### config.mk
export PLATFORM = sky130hd
export DESIGN_NAME = decode_stage
export DESIGN_NICKNAME = d
export VERILOG_FILES = /design/src/rtl/decode_stage.sv
export SDC_FILE = /design/constraint.sdc
export NUM_CORES = 2
export LEC_CHECK = 0
export BUFFER_PORTS_ARGS = -buffer_cell sky130_fd_sc_hd__buf_2
export CAP_MARGIN = 5
export CORE_MARGIN = 2
export CORE_UTILIZATION = 60
export DETAILED_ROUTE_END_ITERATION = 7
export MAX_ROUTING_LAYER = met4
export PLACE_DENSITY = 0.77
export SYNTH_ARGS = -nofsm -noshare
export SYNTH_HDL_FRONTEND = slang
export SYNTH_SLANG_ARGS = --single-unit
### constraint.sdc
create_clock -name clk -period 3.17 [get_ports clk]
set_input_delay 0.634 -clock clk [delete_from_list [all_inputs] [get_ports clk]]
set_output_delay 0.634 -clock clk [all_outputs]
set_load 0.02 [all_outputs]
### src/rtl/decode_stage.sv
// Decode stage of the RV32I-subset pipeline.
// This module contains the 32x32 register file with write-first bypass, the
// main decoder and the immediate sign-extension. Everything it decodes is
// registered into the Decode/Execute pipeline register.
module decode_stage (
    input  logic        clk,
    input  logic        rst,
    input  logic [31:0] Instr_D,
    input  logic [31:0] RF_WD_D,
    input  logic        RF_write,
    output logic [31:0] RD1_E,
    output logic [31:0] RD2_E,
    output logic [31:0] Extend_E,
    output logic [1:0]  Alu_op_E,
    output logic        Alu_src_E,
    output logic        DM_Write_E,
    output logic        Result_E,
    output logic        RF_WE_E
);

    localparam logic [6:0] OP_RTYPE  = 7'b0110011;
    localparam logic [6:0] OP_IALU   = 7'b0010011;
    localparam logic [6:0] OP_LOAD   = 7'b0000011;
    localparam logic [6:0] OP_STORE  = 7'b0100011;
    localparam logic [6:0] OP_BRANCH = 7'b1100011;

    typedef enum logic [1:0] {
        IMM_NONE = 2'd0,
        IMM_I    = 2'd1,
        IMM_S    = 2'd2,
        IMM_B    = 2'd3
    } imm_fmt_t;

    logic [6:0]  opcode;
    logic [4:0]  rs1;
    logic [4:0]  rs2;
    logic [4:0]  rd;
    logic        unused_funct3;

    logic [31:0] regs [32];
    logic [31:0] rd1;
    logic [31:0] rd2;

    logic        rf_we;
    logic        alu_src;
    logic        dm_write;
    logic        result_sel;
    logic [1:0]  alu_op;
    imm_fmt_t    imm_fmt;
    logic signed [31:0] imm;

    assign opcode        = Instr_D[6:0];
    assign rd            = Instr_D[11:7];
    assign rs1           = Instr_D[19:15];
    assign rs2           = Instr_D[24:20];
    // funct3 is resolved in Execute.
    assign unused_funct3 = ^Instr_D[14:12];

    function automatic logic signed [31:0] sext_i(input logic [31:0] ins);
        return {{20{ins[31]}}, ins[31:20]};
    endfunction

    function automatic logic signed [31:0] sext_s(input logic [31:0] ins);
        return {{20{ins[31]}}, ins[31:25], ins[11:7]};
    endfunction

    function automatic logic signed [31:0] sext_b(input logic [31:0] ins);
        return {{19{ins[31]}}, ins[31], ins[7], ins[30:25], ins[11:8], 1'b0};
    endfunction

    // Register-file writes; reset clears every entry and blocks the write.
    always_ff @(posedge clk) begin
        if (rst) begin
            for (int i = 0; i < 32; i++) begin
                regs[i] <= '0;
            end
        end else if (RF_write && rd != 5'd0) begin
            regs[rd] <= RF_WD_D;
        end
    end

    // Combinational reads with x0 hardwired and write-first bypass.
    always_comb begin
        rd1 = regs[rs1];
        rd2 = regs[rs2];
        if (RF_write && rd == rs1) rd1 = RF_WD_D;
        if (RF_write && rd == rs2) rd2 = RF_WD_D;
        if (rs1 == 5'd0) rd1 = '0;
        if (rs2 == 5'd0) rd2 = '0;
    end

    // Main decoder: opcode to control bits and immediate format.
    always_comb begin
        rf_we      = 1'b0;
        alu_src    = 1'b0;
        dm_write   = 1'b0;
        result_sel = 1'b0;
        alu_op     = 2'b00;
        imm_fmt    = IMM_NONE;
        case (opcode)
            OP_RTYPE: begin
                rf_we  = 1'b1;
                alu_op = 2'b10;
            end
            OP_IALU: begin
                rf_we   = 1'b1;
                alu_src = 1'b1;
                alu_op  = 2'b10;
                imm_fmt = IMM_I;
            end
            OP_LOAD: begin
                rf_we      = 1'b1;
                alu_src    = 1'b1;
                result_sel = 1'b1;
                imm_fmt    = IMM_I;
            end
            OP_STORE: begin
                alu_src  = 1'b1;
                dm_write = 1'b1;
                imm_fmt  = IMM_S;
            end
            OP_BRANCH: begin
                alu_op  = 2'b01;
                imm_fmt = IMM_B;
            end
            default: ;
        endcase
    end

    // Immediate extension for the selected format.
    always_comb begin
        case (imm_fmt)
            IMM_I:   imm = sext_i(Instr_D);
            IMM_S:   imm = sext_s(Instr_D);
            IMM_B:   imm = sext_b(Instr_D);
            default: imm = '0;
        endcase
    end

    // Decode/Execute pipeline register; loads every cycle.
    always_ff @(posedge clk) begin
        if (rst) begin
            RD1_E      <= '0;
            RD2_E      <= '0;
            Extend_E   <= '0;
            Alu_op_E   <= '0;
            Alu_src_E  <= 1'b0;
            DM_Write_E <= 1'b0;
            Result_E   <= 1'b0;
            RF_WE_E    <= 1'b0;
        end else begin
            RD1_E      <= rd1;
            RD2_E      <= rd2;
            Extend_E   <= imm;
            Alu_op_E   <= alu_op;
            Alu_src_E  <= alu_src;
            DM_Write_E <= dm_write;
            Result_E   <= result_sel;
            RF_WE_E    <= rf_we;
        end
    end

endmodule

==> impl_summary.log <==
INFO  metric outcome = finished clean
INFO  metric sequential_cell_fraction_of_total_power = 49.9%
INFO  metric finalNetCount = 4,096
INFO  metric power_per_cell_area = 538 nW/um^2
INFO  metric layout-drive-gt1-share = 24.9%
INFO  metric seq_area_frac_synth = 56.9%
INFO  metric fillerInstances = 6,371
INFO  metric grt.met3_usage = 9.20%
INFO  metric first_global_vias = 38,000
INFO  metric ir_worst_vdd = 0.494 mV
INFO  metric hold_buffers = 0
INFO  metric hold_viol_final = 0
INFO  metric clock_tree.buffer_depth = 3
INFO  metric die_area = 97,500 sq um
INFO  metric ioPinCount = 169
INFO  metric synth-seq-cells = 1,107
INFO  metric synth-edff-count = 1,024
INFO  metric drt_antenna_net_count = 0
INFO  metric critical_path.max_stage_delay = 570 ps
INFO  metric clk_pin_slew = 60 ps
INFO  metric post_cts_resized = 0
INFO  metric timing_max_transition_violations_final = 0
INFO  metric final_min_period_over_clock_period = 68.2%
INFO  metric grt_use_total = 38.4%
INFO  metric cts_sinks = 1,107
INFO  metric postSynthAreaPerCell = 14.5 sq um
INFO  metric cts_post_setup_buffers_inserted = 0
INFO  metric synth_area = 57,000 sq um
INFO  metric share_clk_of_total_power = 38.4%
INFO  metric dpl_cell_area = 60,500 sq um
INFO  metric total_of_endpoints_with_negative_setup_slack_in_the_final_report = 0
INFO  metric critical_path.cell_chain = buf_2
INFO  metric syn_to_final_growth = 12.5%
INFO  metric drt_pre_antenna_iters = 6
INFO  metric power_report.internal_total = 26.0 mW
INFO  metric combPwrFrac = 11.7%
INFO  metric num_vias = 38,100
INFO  metric critical_path_required = 2540 ps
INFO  metric fin_setup_tns = 0 ps
INFO  metric finalWeightedCongestion = 0.919
INFO  metric ys_warn_count = 0
INFO  metric core_region_area = 94,600 sq um
INFO  metric drc_violation_count_after_routing = 0
INFO  metric postSynth.topFlopCell = edfxtp_1
INFO  metric clk_root_buffer_cell = clkbuf_16
INFO  metric fmaxAchievable = 0.462 GHz
INFO  metric criticalPathCategory = reg -> out
INFO  metric global_route.overflow_total = 0
INFO  metric detail_route.wl_per_cell = 33.6 um
INFO  metric hold_crit_class = in -> reg
INFO  metric global_route.usage.met1 = 48.8%
INFO  metric timing.hold.ws = 102 ps
INFO  metric grt_antenna_before_repair = 9
INFO  metric path_delay_family = flip-flops
INFO  metric critical_path.endpoint_type = primary output
INFO  metric groute.layer.met2.usage = 58.3%
INFO  metric die_x = 312 um
INFO  metric layout_min_cycle_time = 2160 ps
INFO  metric ys_types = 48
INFO  metric cts_tree = yes
INFO  metric rows = 113
INFO  metric p_leak = 23.1 nW
INFO  metric power_switching = 8.55 mW
INFO  metric die_height = 312 um
INFO  metric routed_wl = 181 mm
INFO  metric clk_latency = 740 ps
INFO  metric effective_utilization_at_floorplan = 60.3%
INFO  metric asyncSetResetFlopFracSynth = 0%
INFO  metric cts-htree-levels = 3
INFO  metric path_buf_inv = 1
INFO  metric cp_data_arrival_time = 1530 ps
INFO  metric max_cap_violations = 0
INFO  metric max_slew.worst_pin.slew = 713 ps
INFO  metric vias_per_cell = 7.08
INFO  metric globalRoute.busiestLayer = met2
INFO  metric dp_hpwl = 109 mm
INFO  metric grt_max_degree = 76
INFO  metric path_max_fanout = 20
INFO  metric worst_setup_path_start_kind = register
INFO  metric drtIter0Drc = 6,230
INFO  metric port_buffers = 165
INFO  metric grt_pass1_wl = 258 mm
INFO  metric final_area = 64,100 sq um
INFO  metric slew-limit-headroom = 52.4%
INFO  metric cts-buffers-inserted = 113
INFO  metric netSwitchingFraction = 24.8%
INFO  metric syn_inst = 3,924
INFO  metric rsz_0062_raised_after_global_routing = no
INFO  metric worst_path_max_delay_cell = dfxtp_1
INFO  metric clock-skew-final = 29.9 ps
[state kept, by name, indices dropped and copies added (netlist names)]
name,count
Alu_op_E,2
RF_WE_E,1
RD2_E,32
Extend_E,13
regs,1024
Alu_src_E,1
Result_E,1
RD1_E,32
DM_Write_E,1
[worst register-to-register path: cells and delay by family (launching register included)]
kind	cells	cell delay [ps]
AO/OA/AOI/OAI	3	870
AND/OR/NAND/NOR	1	150
multiplexers	1	470
flip-flops	1	380
[synth_stat cells (8+ instances only)]
| cell type | count | area, sq um |
|---|---|---|
| a221oi_1 | 64 | 561 |
| buf_1 | 8 | 30.0 |
| buf_2 | 87 | 435 |
| buf_4 | 40 | 300 |
| a32o_1 | 23 | 230 |
| nand2_1 | 53 | 199 |
| xnor2_1 | 9 | 78.8 |
| a221o_1 | 32 | 320 |
| nor2_1 | 67 | 251 |
| dfxtp_1 | 83 | 1660 |
| o21ai_1 | 32 | 160 |
| or2_2 | 32 | 200 |
| o22ai_1 | 31 | 194 |
| nor2_2 | 9 | 56.3 |
| nor2b_1 | 36 | 225 |
| mux4_2 | 386 | 8690 |
| a21oi_1 | 34 | 170 |
| and2_1 | 1000 | 6260 |
| a22o_1 | 9 | 78.8 |
| a211oi_1 | 95 | 713 |
| a22oi_1 | 107 | 803 |
| mux2i_1 | 285 | 2850 |
| clkbuf_1 | 294 | 1100 |
| edfxtp_1 | 1024 | 30700 |
| o221ai_1 | 31 | 272 |
[placed cells by master, fill, tap and decap left out, types with 42 or more instances in the layout]
cell       Yosys  final
a211oi_1      95     95
mux4_2       386    386
nand2_1       53     53
a22oi_1      107    107
buf_2         87    157
dfxtp_1       83     83
mux2i_1      285    285
clkbuf_16      0    113
a221oi_1      64     64
and2_1      1000    999
buf_12         0     67
buf_4         40    166
nor2_1        67     42
edfxtp_1    1024   1024
[cells by family after synthesis]
family,synth area share (%)
simple gates,13.0
flops,56.9
mux,20.3
compound gates,6.25
buf+inv,3.44
xor+xnor,0.154
other cells,0.00658
[per-stage QoR]
step           cells  setup WS (ps)  total power, mW  utilization, %
2_1_floorplan   3955            555             19.9               -
3_3_place_gp    5179            350             21.3            63.9
3_5_place_dp    5179            384             21.4            63.9
4_1_cts         5387            962             34.4            67.8
5_1_grt         5387            923             35.3            67.8
6_report        5389           1010             34.5            67.8
[per-layer routing]
layer  part of all wire, %  vias up  routed length, um
li1                      -    15200                  -
met1                    34    19100              61900
met2                    46     3148              84000
met3                    14      671              24700
met4                   5.7        0              10300
met5                     0        -                  0
[power groups by stage]
stage          Combinational, mW  Sequential (mW)  Clock (mW)
3_5_place_dp                3.94             17.5           0
5_1_grt                     4.19             17.3        13.8
3_3_place_gp                3.90             17.4           0
6_report                    4.05             17.2        13.2
2_1_floorplan               2.43             17.4           0
4_1_cts                     3.96             17.2        13.3
[final timing paths]
path                 from           end  slack [ps]  depth (start not counted)
max          Extend_E[30]  Extend_E[16]        1010                          1
min            Instr_D[4]      Result_E         100                          2
max reg2reg    regs[3][2]      RD2_E[2]        1190                          5
min reg2reg   regs[14][3]      RD2_E[3]         850                          4
[area by class of cell]
type,instances,area (sq um),share of cell area [%]
Multi-Input combinational cell,2409,23000,35.9
Timing Repair Buffer,395,3440,5.37
Clock inverter,58,572,0.892
Clock buffer,150,3080,4.80
Tap cell,1265,1580,2.47
Sequential cell,1107,32400,50.5
Antenna cell,2,5.00,0.00780
Inverter,3,11.3,0.0176
Power figures use the tool's default switching activity.
